==> config.mk <==
export PLATFORM = sky130hd
export DESIGN_NAME = armstrong_scan_ctrl_flat
export DESIGN_NICKNAME = d
export VERILOG_FILES = /design/src/rtl/armstrong_pkg.sv /design/src/rtl/armstrong_scan_ctrl_if.sv /design/src/rtl/armstrong_digit_acc.sv /design/src/rtl/armstrong_scan_ctrl.sv /design/src/flat_wrapper.sv
export SDC_FILE = /design/constraint.sdc
export NUM_CORES = 1
export LEC_CHECK = 0
export ABC_CLOCK_PERIOD_IN_PS = 9550
export BUFFER_PORTS_ARGS = -buffer_cell sky130_fd_sc_hd__buf_2
export CORE_MARGIN = 4
export CORE_UTILIZATION = 62
export CTS_CLUSTER_DIAMETER = 30
export DETAILED_ROUTE_END_ITERATION = 8
export HOLD_SLACK_MARGIN = 0.12
export PLACE_DENSITY_LB_ADDON = 0.3
export SLEW_MARGIN = 40
export SYNTH_ARGS = -nofsm -noshare
export SYNTH_HDL_FRONTEND = slang
export SYNTH_SLANG_ARGS = --single-unit
==> constraint.sdc <==
create_clock -name clk -period 9.55 [get_ports clk]
set_input_delay 1.91 -clock clk [delete_from_list [all_inputs] [get_ports clk]]
set_output_delay 1.91 -clock clk [all_outputs]
set_load 0.03 [all_outputs]
==> src/rtl/armstrong_pkg.sv <==
// Shared constants, FSM encoding and cube helper for the Armstrong range scanner.
package armstrong_pkg;

  localparam int unsigned NUM_W      = 9;
  localparam int unsigned ACC_W      = 12;
  localparam int unsigned MAX_DIGITS = 3;
  localparam int unsigned RADIX      = 10;
  localparam int unsigned CNT_W      = 4;
  localparam int unsigned DCNT_W     = $clog2(MAX_DIGITS);

  typedef enum logic [2:0] {
    IDLE = 3'd0,
    LOAD = 3'd1,
    DIG  = 3'd2,
    CMP  = 3'd3,
    EMIT = 3'd4,
    NEXT = 3'd5,
    FIN  = 3'd6
  } state_e;

  // Cube of one decimal digit, widened so 3*9^3 never truncates.
  function automatic logic [ACC_W-1:0] cube(input logic [3:0] d);
    logic [ACC_W-1:0] x;
    x = ACC_W'(d);
    return x * x * x;
  endfunction

endpackage

==> src/rtl/armstrong_scan_ctrl_if.sv <==
// Host control plus result stream bundle for armstrong_scan_ctrl.
interface armstrong_scan_ctrl_if;
  import armstrong_pkg::*;

  logic             start;
  logic [NUM_W-1:0] lo;
  logic [NUM_W-1:0] hi;
  logic             busy;
  logic             done;
  logic [CNT_W-1:0] hit_count;
  logic             found_valid;
  logic [NUM_W-1:0] found_num;
  logic             found_ready;

  modport master (
    input  start, lo, hi, found_ready,
    output busy, done, hit_count, found_valid, found_num
  );

  modport slave (
    output start, lo, hi, found_ready,
    input  busy, done, hit_count, found_valid, found_num
  );

endinterface

==> src/rtl/armstrong_digit_acc.sv <==
// Digit peeler: each step adds (t%10)^3 to acc and divides t by 10.
module armstrong_digit_acc
  import armstrong_pkg::*;
(
  input  logic             clk,
  input  logic             rst,
  input  logic             load,
  input  logic             step,
  input  logic [NUM_W-1:0] value,
  output logic [ACC_W-1:0] acc,
  output logic [NUM_W-1:0] t
);

  logic [NUM_W-1:0] t_q, t_d;
  logic [ACC_W-1:0] acc_q, acc_d;
  logic [3:0]       digit;

  // Next value of the remaining quotient and running cube sum.
  always_comb begin
    t_d   = t_q;
    acc_d = acc_q;
    digit = 4'(t_q % NUM_W'(RADIX));
    if (load) begin
      t_d   = value;
      acc_d = '0;
    end else if (step) begin
      acc_d = acc_q + cube(digit);
      t_d   = t_q / NUM_W'(RADIX);
    end
  end

  // Datapath registers.
  always_ff @(posedge clk or posedge rst) begin
    if (rst) begin
      t_q   <= '0;
      acc_q <= '0;
    end else begin
      t_q   <= t_d;
      acc_q <= acc_d;
    end
  end

  assign acc = acc_q;
  assign t   = t_q;

endmodule

==> src/rtl/armstrong_scan_ctrl.sv <==
// Scans [lo, hi] and streams out every Armstrong number found.
// Optional hit counter enabled by defining ARMSTRONG_SCAN_COUNT_EN.
module armstrong_scan_ctrl
  import armstrong_pkg::*;
(
  input  logic                 clk,
  input  logic                 rst,
  armstrong_scan_ctrl_if.master io
);

  state_e            state_q, state_d;
  logic [NUM_W:0]    cand_q, cand_d;
  logic [NUM_W-1:0]  hi_q, hi_d;
  logic [DCNT_W-1:0] dcnt_q, dcnt_d;
  logic              found_valid_q, found_valid_d;
  logic [NUM_W-1:0]  found_num_q, found_num_d;
  logic              busy_q, busy_d;
  logic              done_q, done_d;
  logic              acc_load, acc_step;
  logic [ACC_W-1:0]  dig_acc;
  logic [NUM_W-1:0]  dig_t;
`ifdef ARMSTRONG_SCAN_COUNT_EN
  logic [CNT_W-1:0]  hit_cnt_q, hit_cnt_d;
`endif

  armstrong_digit_acc u_digit_acc (
    .clk   (clk),
    .rst   (rst),
    .load  (acc_load),
    .step  (acc_step),
    .value (cand_q[NUM_W-1:0]),
    .acc   (dig_acc),
    .t     (dig_t)
  );

  // Next-state, datapath control and registered-output next values.
  always_comb begin
    state_d       = state_q;
    cand_d        = cand_q;
    hi_d          = hi_q;
    dcnt_d        = dcnt_q;
    found_valid_d = found_valid_q;
    found_num_d   = found_num_q;
    acc_load      = 1'b0;
    acc_step      = 1'b0;
`ifdef ARMSTRONG_SCAN_COUNT_EN
    hit_cnt_d     = hit_cnt_q;
`endif
    case (state_q)
      IDLE: begin
        if (io.start) begin
          hi_d    = io.hi;
          cand_d  = {1'b0, io.lo};
`ifdef ARMSTRONG_SCAN_COUNT_EN
          hit_cnt_d = '0;
`endif
          state_d = LOAD;
        end
      end
      LOAD: begin
        if (cand_q > {1'b0, hi_q}) begin
          state_d = FIN;
        end else begin
          acc_load = 1'b1;
          dcnt_d   = '0;
          state_d  = DIG;
        end
      end
      DIG: begin
        acc_step = 1'b1;
        dcnt_d   = dcnt_q + 1'b1;
        if (dcnt_q == DCNT_W'(MAX_DIGITS - 1)) state_d = CMP;
      end
      CMP: begin
        if (dig_acc == ACC_W'(cand_q)) begin
          found_num_d   = cand_q[NUM_W-1:0];
          found_valid_d = 1'b1;
          state_d       = EMIT;
        end else begin
          state_d = NEXT;
        end
      end
      EMIT: begin
        if (io.found_ready) begin
          found_valid_d = 1'b0;
`ifdef ARMSTRONG_SCAN_COUNT_EN
          if (hit_cnt_q != '1) hit_cnt_d = hit_cnt_q + 1'b1;
`endif
          state_d = NEXT;
        end
      end
      NEXT: begin
        cand_d  = cand_q + 1'b1;
        state_d = LOAD;
      end
      FIN:     state_d = IDLE;
      default: state_d = IDLE;
    endcase
    busy_d = (state_d != IDLE);
    done_d = (state_d == FIN);
  end

  // State and control registers.
  always_ff @(posedge clk or posedge rst) begin
    if (rst) begin
      state_q       <= IDLE;
      cand_q        <= '0;
      hi_q          <= '0;
      dcnt_q        <= '0;
      found_valid_q <= 1'b0;
      found_num_q   <= '0;
      busy_q        <= 1'b0;
      done_q        <= 1'b0;
    end else begin
      state_q       <= state_d;
      cand_q        <= cand_d;
      hi_q          <= hi_d;
      dcnt_q        <= dcnt_d;
      found_valid_q <= found_valid_d;
      found_num_q   <= found_num_d;
      busy_q        <= busy_d;
      done_q        <= done_d;
    end
  end

`ifdef ARMSTRONG_SCAN_COUNT_EN
  // Per-scan saturating count of accepted results.
  always_ff @(posedge clk or posedge rst) begin
    if (rst) hit_cnt_q <= '0;
    else     hit_cnt_q <= hit_cnt_d;
  end
  assign io.hit_count = hit_cnt_q;
`else
  assign io.hit_count = '0;
`endif

  assign io.busy        = busy_q;
  assign io.done        = done_q;
  assign io.found_valid = found_valid_q;
  assign io.found_num   = found_num_q;

  // Every digit must have been consumed by the time the sum is compared.
  a_digits_consumed: assert property (@(posedge clk) disable iff (rst)
    (state_q == CMP) |-> (dig_t == '0));

endmodule

==> src/flat_wrapper.sv <==
// flat-port wrapper written by rule: the top's interface ports become plain ports
module armstrong_scan_ctrl_flat import armstrong_pkg::*;
  (clk, rst, io_start, io_lo, io_hi, io_found_ready, io_busy, io_done, io_hit_count, io_found_valid, io_found_num);
  armstrong_scan_ctrl_if io_i ();
  input  logic clk;
  input  logic rst;
  input wire logic [$bits(io_i.start)-1:0] io_start;
  input wire logic [$bits(io_i.lo)-1:0] io_lo;
  input wire logic [$bits(io_i.hi)-1:0] io_hi;
  input wire logic [$bits(io_i.found_ready)-1:0] io_found_ready;
  output wire logic [$bits(io_i.busy)-1:0] io_busy;
  output wire logic [$bits(io_i.done)-1:0] io_done;
  output wire logic [$bits(io_i.hit_count)-1:0] io_hit_count;
  output wire logic [$bits(io_i.found_valid)-1:0] io_found_valid;
  output wire logic [$bits(io_i.found_num)-1:0] io_found_num;
  assign io_i.start = io_start;
  assign io_i.lo = io_lo;
  assign io_i.hi = io_hi;
  assign io_i.found_ready = io_found_ready;
  assign io_busy = io_i.busy;
  assign io_done = io_i.done;
  assign io_hit_count = io_i.hit_count;
  assign io_found_valid = io_i.found_valid;
  assign io_found_num = io_i.found_num;
  armstrong_scan_ctrl u_core (.clk(clk), .rst(rst), .io(io_i));
endmodule
==> results.yml, run 1 <==
cts:
  cts_buffer_depth: 2
  clk_latency_ns: 0.34
  cts.sinks: 57
  cts_buffers: 9
  cts_tree: "done"
  postCtsHoldBufs: 0
  root_buffer: "clkbuf_8"
  ctsResizeCount: 0
  post_cts_buffers: 0
  path_clk_slew_ns: 0.06
  h-tree-depth: 3
final_layout:
  post_layout_nonfiller_instances: 727
  final_nets: 694
  diodes: 0
  drive_above_1_share_pct: 13.4
  syn_to_final_growth_pct: 6.87
  fillers: 620
  final_cell_area_sq_um: 5510
logic_synthesis:
  synth_area_leaders: "dfrtp_1 (28%), ha_1 (8.5%), fa_1 (6.6%)"
  synth_most_common_cell: "inv_1"
  synth-seq-area-share_pct: 27.7
  synthSimpleGateAreaFrac_pct: 21.4
  synth_commonest_cells: "inv_1 (74), nand2_1 (66), dfrtp_1 (57)"
  syn_area_per_cell_sq_um: 8.55
  synth_top_area_cell: "dfrtp_1"
  ys_types: 85
  yosys_warnings: 0
  synth-xor-area-share_pct: 3.57
  synth_ff_type: "dfrtp_1"
  syn_inst: 603
  synth_seq_cells: 57
  synth_compound_gate_area_share_pct: 20.4
  synthMuxAreaShare_pct: 2.28
  synthesis.area_sq_um: 5150
  synth_fa_ha_area_share_pct: 15.3
  netlist.area_leader.share_pct: 27.7
  synthArstFlopShare_pct: 100
  synth_top_family_by_area: "simple AND/OR/NAND/NOR gates"
  synth_edf_count: 0
timing:
  setup_viol: 0
  fin_tns_setup_ns: 0
  fmax_ghz: 0.121
  period_share_pct: 86.7
  slew_headroom_pct: 44.5
  finClkSkew_ns: 0.00700
  rsz0062_at_grt: "no"
  drv_slew: 0
  hold_viol: 0
  worst_slack_ns: 1.27
  max_slew.worst_pin.slew_ns: 0.828
  fin_crit_ns: 8.28
floorplanning:
  die_area_sq_um: 9830
  fp.dieW_microns: 99.2
  io_pins: 38
  core_area_sq_um: 7890
  start_util_pct: 65.3
  rows: 32
  fp.dieH_microns: 99.2
route:
  drc: 0
  wl_microns: 11700
  vias_per_cell: 6.11
  first_pass_iters: 5
  route.vias.total: 4444
  drt_iter0_drc: 392
  wire_per_inst_microns: 16.1
  drtAntennaViolNets: 0
grt:
  grt_max_degree: 58
  grt_pass1_vias: 4240
  grt-ovfl-total: 0
  grt_antenna_before_repair: 0
  grt_use_total_pct: 24.8
  grt_pass1_wl_microns: 19800
critical_path:
  cp-start-kind: "register"
  required_ns: 9.78
  path_common_cell: "inv_1"
  cp.arrival_ns: 8.51
  slowest_stage: "dfrtp_1"
  critPathMaxStageDelay_ns: 0.62
  cp-end-kind: "register"
  critical_path_class: "reg2reg"
  worst-path-buf-inv: 4
  cpLargestDelayFamily: "compound AO/OA/AOI/OAI gates"
  crit_fanout: 18
placed_design:
  place_area_sq_um: 5300
  dp.cells: 711
  routabilityCongestion: 0.968
  port_buffers: 33
  place_hpwl_microns: 8850
  place_ws_ns: 1.42
min_path:
  hold_path_class: "reg2reg"
outcome:
  outcome: "completed"
job:
  max_cap_viol_count: 0
[cell usage in the layout, fill, tap and decap left out, types with 6 or more instances in the layout]
master / n
nand2b_1: 10
clkbuf_8: 9
a22o_1: 6
nor4_1: 7
o21ai_1: 6
nor3_1: 11
a221o_1: 8
and2_1: 6
a21o_1: 7
dfrtp_1: 57
ha_1: 35
xnor2_1: 10
nand2_1: 66
nand3_1: 14
xor2_1: 11
a21oi_1: 19
nor2_1: 35
fa_1: 17
conb_1: 6
buf_2: 33
inv_1: 73
o21ai_0: 43
[worst paths after layout]
path                                                     startpoint                                     to  slack, ns  depth (start not counted)
worst max-delay path            u_core.u_digit_acc.t[7]$_DFFE_PP0P_  u_core.u_digit_acc.acc[9]$_DFFE_PP0P_       1.27                         29
worst min-delay path             u_core.io.found_num[0]$_DFFE_PP0P_     u_core.io.found_num[0]$_DFFE_PP0P_       0.49                          2
worst max register to register  u_core.u_digit_acc.t[7]$_DFFE_PP0P_  u_core.u_digit_acc.acc[9]$_DFFE_PP0P_       1.27                         29
worst min register to register   u_core.io.found_num[0]$_DFFE_PP0P_     u_core.io.found_num[0]$_DFFE_PP0P_       0.49                          2
max in group asynchronous                                       rst     u_core.io.found_num[5]$_DFFE_PP0P_       7.32                          3
min in group asynchronous                                       rst             u_core.hi_q[2]$_DFFE_PP0P_       1.75                          3
[cell type report]
class                   instances  area (sq um)  area share [%]
multi-input cells             442          3280            59.5
flip-flops and latches         57          1430            25.9
inverters                      74           278            5.04
repair buffers                 36           188            3.41
clock buffers                  11           131            2.39
well taps                     102           128            2.32
clock inverters                 5          80.1            1.45
[worst reg2reg max path, delay by kind of cell, from the launching register on]
kind	cells	cell delay, ns
compound gates	13	2.96
fa+ha+maj	6	2.53
buf+inv	4	0.35
flops	1	0.62
simple gates	6	1.71
[metal layers]
| layer | up-vias | GRT usage, % | share of wire [%] |
|---|---|---|---|
| met3 | 33 | 4.49 | 5.1 |
| met1 | 2139 | 33.6 | 44 |
| met5 | - | 0 | 0 |
| met4 | 0 | 8.93 | 2.6 |
| li1 | 2136 | - | - |
| met2 | 136 | 40.0 | 48 |
[metrics by stage]
step / utilization, % / hold WS, ns
3_5_place_dp: 67.1 / 0.478
2_1_floorplan: - / 0.452
5_1_grt: 69.8 / 0.526
6_report: 69.8 / 0.494
4_1_cts: 69.8 / 0.493
3_3_place_gp: 67.1 / 0.464
[flip-flops by register name (all words and copies together), names as in the netlist]
name	cells
u_core.cand_q	10
u_core.dcnt_q	2
u_core.hi_q	9
u_core.io.busy	1
u_core.io.done	1
u_core.io.found_num	9
u_core.io.found_valid	1
u_core.state_q	3
u_core.u_digit_acc.acc	12
u_core.u_digit_acc.t	9
[logic make-up (layout without fill, tap and decap cells)]
group | Yosys count | in the layout
AOI/OAI and AO/OA | 149 | 149
xor gates and xnor gates | 21 | 21
DFF | 57 | 57
buffers and inverters | 108 | 126
muxes | 11 | 11
other | 2 | 6
adders and majority gates | 53 | 53
and+or+nand+nor | 202 | 202
Power of run 1 is left out: the tool's default activity adds up to more than one toggle a clock period on the data nets, which glitch-free logic cannot reach.
==> run 2: changes to the inputs <==
--- a/config.mk
+++ b/config.mk
@@ -5,10 +5,11 @@
 export SDC_FILE = /design/constraint.sdc
 export NUM_CORES = 1
 export LEC_CHECK = 0
+export ABC_AREA = 1
 export ABC_CLOCK_PERIOD_IN_PS = 9550
 export BUFFER_PORTS_ARGS = -buffer_cell sky130_fd_sc_hd__buf_2
 export CORE_MARGIN = 4
-export CORE_UTILIZATION = 62
+export CORE_UTILIZATION = 45
 export CTS_CLUSTER_DIAMETER = 30
 export DETAILED_ROUTE_END_ITERATION = 8
 export HOLD_SLACK_MARGIN = 0.12
==> run 2 against run 1 <==
Final area is 8.3% lower. Global-route usage fell by 6.5 points. Via count fell by 14%. Hold slack got worse by 0.0081 ns. Utilization down 18 points. Setup slack improved by 1.0 ns. Cell count up 3.9%. Largest cell class unchanged.
==> results.yml, run 2 <==
grt:
  grt-ovfl-total: 0
  grt_max_degree: 58
  grt_antenna_before_repair: 0
  grt_pass1_wl_microns: 17100
  grt_pass1_vias: 3733
  grt_use_total_pct: 18.3
timing:
  max_slew.worst_pin.slew_ns: 0.698
  finClkSkew_ns: 0.0180
  period_share_pct: 76.0
  fin_crit_ns: 7.26
  fmax_ghz: 0.138
  rsz0062_at_grt: "no"
  fin_tns_setup_ns: 0
  drv_slew: 0
  hold_viol: 0
  setup_viol: 0
  slew_headroom_pct: 53.3
placed_design:
  place_hpwl_microns: 7800
  port_buffers: 33
  routabilityCongestion: 0.852
outcome:
  outcome: "completed"
critical_path:
  critical_path_class: "reg2reg"
  slowest_stage: "fa_1"
  cp-start-kind: "register"
  reg2reg_depth: 53
  required_ns: 9.75
  crit_start: "u_core.u_digit_acc.t[6]$_DFFE_PP0P_"
  cp.arrival_ns: 7.46
  reg2reg_from: "u_core.u_digit_acc.t[6]$_DFFE_PP0P_"
  crit_fanout: 9
  critPathMaxStageDelay_ns: 0.53
  cp-end-kind: "register"
floorplanning:
  start_util_pct: 46.3
  io_pins: 38
  fp.dieH_microns: 108
  fp.dieW_microns: 108
  die_area_sq_um: 11700
  rows: 36
  core_area_sq_um: 9770
final_layout:
  multi_input_area_sq_um: 2600
  fillers: 954
  final_nets: 691
  seq_area_sq_um: 1430
  drive_above_1_share_pct: 16.6
  diodes: 0
  largest_register_ffs: 12
  final_common_cell: "inv_1"
  final_cell_mix: "inv_1 (113), nand2_1 (89), nor2_1 (58), dfrtp_1 (57), ha_1 (35)"
  syn_to_final_growth_pct: 11.5
cts:
  post_cts_buffers: 0
  cts_buffers: 9
  h-tree-depth: 3
  cts_buffer_depth: 2
  postCtsHoldBufs: 0
  ctsResizeCount: 0
  cts.sinks: 57
  cts_tree: "done"
  path_clk_slew_ns: 0.08
  clk_latency_ns: 0.34
  root_buffer: "clkbuf_8"
job:
  max_cap_viol_count: 0
route:
  wl_microns: 10000
  route.vias.total: 3842
  wire_per_inst_microns: 13.2
  drc: 0
  drtAntennaViolNets: 0
  drt_iter0_drc: 212
  first_pass_iters: 5
  vias_per_cell: 5.09
logic_synthesis:
  synth_commonest_cells: "inv_1 (114), nand2_1 (89), nor2_1 (58)"
  synthesis.area_sq_um: 4530
  synth_seq_cells: 57
  yosys_warnings: 0
  synth_edf_count: 0
  synthArstFlopShare_pct: 100
  synth-seq-area-share_pct: 31.5
  synth_top_area_cell: "dfrtp_1"
  synth_most_common_cell: "inv_1"
  ys_types: 45
  netlist.area_leader.share_pct: 31.5
  synth_area_leaders: "dfrtp_1 (31%), ha_1 (9.7%), inv_1 (9.4%)"
  syn_area_per_cell_sq_um: 7.88
  syn_inst: 575
  synth_ff_type: "dfrtp_1"
min_path:
  hold_path_class: "reg2reg"
  hp-start: "u_core.io.found_num[4]$_DFFE_PP0P_"
  hold_path_depth: 1
-- run 2: changes by cell type in the layout (fill, tap and decap cells not counted), sizes merged, moves of 11 or more --
cell	before	now
nand2	66	114
nand2b	11	0
o21ai	50	24
inv	74	125
nand3	14	30
nor2	36	59
o22ai	4	15
-- run 2: final timing paths --
path                       slack (ns)                                     end
setup / recovery                 2.29  u_core.u_digit_acc.acc[10]$_DFFE_PP0P_
hold / removal                   0.49      u_core.io.found_num[4]$_DFFE_PP0P_
setup reg to reg                 2.29  u_core.u_digit_acc.acc[10]$_DFFE_PP0P_
hold reg to reg                  0.49      u_core.io.found_num[4]$_DFFE_PP0P_
max in group asynchronous        7.43   u_core.u_digit_acc.acc[5]$_DFFE_PP0P_
min in group asynchronous        1.61      u_core.io.found_num[5]$_DFFE_PP0P_
-- run 2: routing by layer --
| metal | global-route usage [%] | share of wire (%) |
|---|---|---|
| met1 | 25.1 | 46 |
| met2 | 29.8 | 48 |
| met3 | 3.70 | 5.3 |
| met4 | 4.60 | 0.91 |
| met5 | 0 | 0 |
-- run 2: through the flow --
stage               worst slack [ns]  hold slack, ns  utilization (%)  std cells  area [sq um]
floorplan                       3.08           0.457                -        579          4540
global placement                2.64           0.470             49.6        738          4850
detailed placement              2.36           0.475             49.6        738          4850
CTS                             2.31           0.492             51.3        754          5020
global route                    1.56           0.506             51.7        755          5050
finish                          2.29           0.486             51.7        755          5050
-- run 2: cell families after synthesis --
family                   after synthesis  share of synthesized area (%)
adder cells (fa/ha/maj)               52                           17.2
buffers and inverters                135                           11.6
AO/OA/AOI/OAI                         99                           14.2
multiplexers                           1                          0.249
flip-flops                            57                           31.5
other                                  2                          0.166
AND/OR/NAND/NOR                      220                           23.1
XOR/XNOR                               9                           2.04
-- run 2: cell type report --
cell class	instances	area share (%)
multi-input combinational	387	51.6
tap	133	3.30
clock buffer	11	2.80
inverter	125	9.34
timing repair buffer	37	4.11
clock inverter	5	0.620
sequential	57	28.3
-- run 2: critical path, delay by kind of cell, from the launching register on --
kind | cells | cell delay (ns)
DFF | 1 | 0.41
adders and majority gates | 6 | 2.25
and+or+nand+nor | 28 | 2.58
AOI/OAI and AO/OA | 5 | 0.82
xor gates and xnor gates | 1 | 0.27
buffers and inverters | 13 | 0.77
Power of run 2 is left out for the same reason.
==> run 3: changes to the inputs <==
--- a/config.mk
+++ b/config.mk
@@ -6,7 +6,7 @@
 export NUM_CORES = 1
 export LEC_CHECK = 0
 export ABC_AREA = 1
-export ABC_CLOCK_PERIOD_IN_PS = 9550
+export ABC_CLOCK_PERIOD_IN_PS = 5950
 export BUFFER_PORTS_ARGS = -buffer_cell sky130_fd_sc_hd__buf_2
 export CORE_MARGIN = 4
 export CORE_UTILIZATION = 45
==> constraint.sdc (replaced) <==
create_clock -name clk -period 5.95 [get_ports clk]
set_input_delay 1.19 -clock clk [delete_from_list [all_inputs] [get_ports clk]]
set_output_delay 1.19 -clock clk [all_outputs]
set_load 0.03 [all_outputs]
==> run 3 against run 2 <==
The flow now finishes with violations (setup timing). Cell count rose by 10%. First-iteration DRC count rose by 14%. Largest cell class unchanged. Die area stayed put. Sequential cell count unchanged. Global-route usage grew 1.9 points. Hold slack improved by 0.0028 ns. Fmax rose by 10%. Sequential share of layout area down 4.7 points. Via count up 8.5%. Non-clock buffer count grew 79. Highest routed layer unchanged. Critical path type unchanged. Register-to-register slack lost 2.9 ns.
==> results.yml, run 3 (synthesis gave the netlist of run 2 again) <==
outcome:
  outcome: "finished with violations"
  violations: "setup timing"
route:
  drt_iter0_drc: 242
  drc: 0
  wire_per_inst_microns: 13.8
  first_pass_iters: 4
  wl_microns: 11500
  route.vias.total: 4168
  vias_per_cell: 5.00
  drtAntennaViolNets: 0
critical_path:
  critical_path_class: "reg2reg"
  cp.arrival_ns: 6.81
  path_common_cell: "nand2_2"
  cpLargestDelayFamily: "simple AND/OR/NAND/NOR gates"
  slowest_stage: "fa_1"
  cp-start-kind: "register"
  required_ns: 6.17
  critPathMaxStageDelay_ns: 0.51
  crit_fanout: 5
  cp-end-kind: "register"
  worst-path-buf-inv: 11
grt:
  grt_antenna_before_repair: 0
  grt_pass1_vias: 4170
  grt_pass1_wl_microns: 19000
  grt_use_total_pct: 20.2
  grt-ovfl-total: 0
  grt_max_degree: 58
placed_design:
  place_hpwl_microns: 8380
  routabilityCongestion: 0.843
  port_buffers: 33
  place_ws_ns: -0.651
  dp.cells: 790
floorplanning:
  io_pins: 38
  die_area_sq_um: 11700
  rows: 36
  start_util_pct: 46.3
  fp.dieW_microns: 108
  core_area_sq_um: 9770
  fp.dieH_microns: 108
job:
  max_cap_viol_count: 0
final_layout:
  seq_area_sq_um: 1430
  final_nets: 770
  largest_register_ffs: 12
  multi_input_area_sq_um: 2990
  syn_to_final_growth_pct: 34.3
  post_layout_nonfiller_instances: 834
  diodes: 0
  fillers: 819
  drive_above_1_share_pct: 35.2
  final_common_cell: "inv_1"
  final_cell_mix: "inv_1 (103), buf_4 (82), nand2_1 (75), dfrtp_1 (54), nor2_1 (44)"
min_path:
  hold_path_class: "reg2reg"
cts:
  h-tree-depth: 3
  clk_latency_ns: 0.34
  cts.sinks: 57
  cts_tree: "done"
  path_clk_slew_ns: 0.08
  postCtsHoldBufs: 0
  root_buffer: "clkbuf_8"
  cts_buffers: 9
  cts_buffer_depth: 2
timing:
  fin_crit_ns: 6.59
  period_share_pct: 111
  worst_slack_ns: -0.644
  max_slew.worst_pin.slew_ns: 0.767
  rsz0062_at_grt: "yes"
  setup_viol: 6
  finClkSkew_ns: 0.0163
  fin_tns_setup_ns: -2.66
  slew_headroom_pct: 48.8
  drv_slew: 0
  fmax_ghz: 0.152
  hold_viol: 0
==> run 3: cell count changes in the layout (fill, tap and decap cells not counted), sizes merged <==
cell	delta
clkinv	-4
buf	+79
clkbuf	+1
bufinv	+1
clkinvlp	+2
==> run 3: area by class of cell <==
type                            instances  share of cell area, %
Sequential cell                        57                   23.5
Tap cell                              133                   2.74
Clock inverter                          4                  0.864
Multi-Input combinational cell        387                   49.1
Timing Repair Buffer                  116                   13.2
Clock buffer                           12                   2.55
Inverter                              125                   8.08
==> run 3: worst paths after layout <==
path / from / endpoint / slack [ns] / cells after the start
worst min-delay path: u_core.io.found_num[5]$_DFFE_PP0P_ / u_core.io.found_num[5]$_DFFE_PP0P_ / 0.49 / 1
worst min register to register: u_core.io.found_num[5]$_DFFE_PP0P_ / u_core.io.found_num[5]$_DFFE_PP0P_ / 0.49 / 1
worst max-delay path: u_core.u_digit_acc.t[7]$_DFFE_PP0P_ / u_core.u_digit_acc.acc[11]$_DFFE_PP0P_ / -0.64 / 56
max in group asynchronous: rst / u_core.u_digit_acc.t[7]$_DFFE_PP0P_ / 4.37 / 3
worst max register to register: u_core.u_digit_acc.t[7]$_DFFE_PP0P_ / u_core.u_digit_acc.acc[11]$_DFFE_PP0P_ / -0.64 / 56
min in group asynchronous: rst / u_core.io.found_num[3]$_DFFE_PP0P_ / 1.03 / 3
==> run 3: through the flow <==
step	util [%]	instance area (sq um)	hold WS (ns)
final	62.2	6080	0.489
after floorplan	-	4650	0.457
after detailed placement	54.7	5350	0.475
after global routing	62.2	6080	0.517
after global placement	54.7	5350	0.471
after CTS	59.7	5840	0.493
==> run 3: repair_timing <==
action | in CTS | in global routing
resized for setup | 38 | 34
setup buffers | 19 | 10
pin swaps | 42 | 17
setup endpoints to repair | 6 | 7
==> run 3: worst register-to-register path, delay by kind of cell, from the launching register on <==
kind	cells	cell delay, ns
compound gates	5	0.58
simple gates	34	2.59
buf+inv	11	0.66
flops	1	0.46
fa+ha+maj	6	2.17
==> run 3: metal layers <==
metal  global-route usage [%]  vias up  wire length (microns)
met2                     35.3       75                   5950
met5                        0        -                      0
met4                     3.79        0                    131
met3                     3.34       19                    452
li1                         -     2082                      -
met1                     26.6     1992                   4930
Power of run 3 is left out for the same reason.
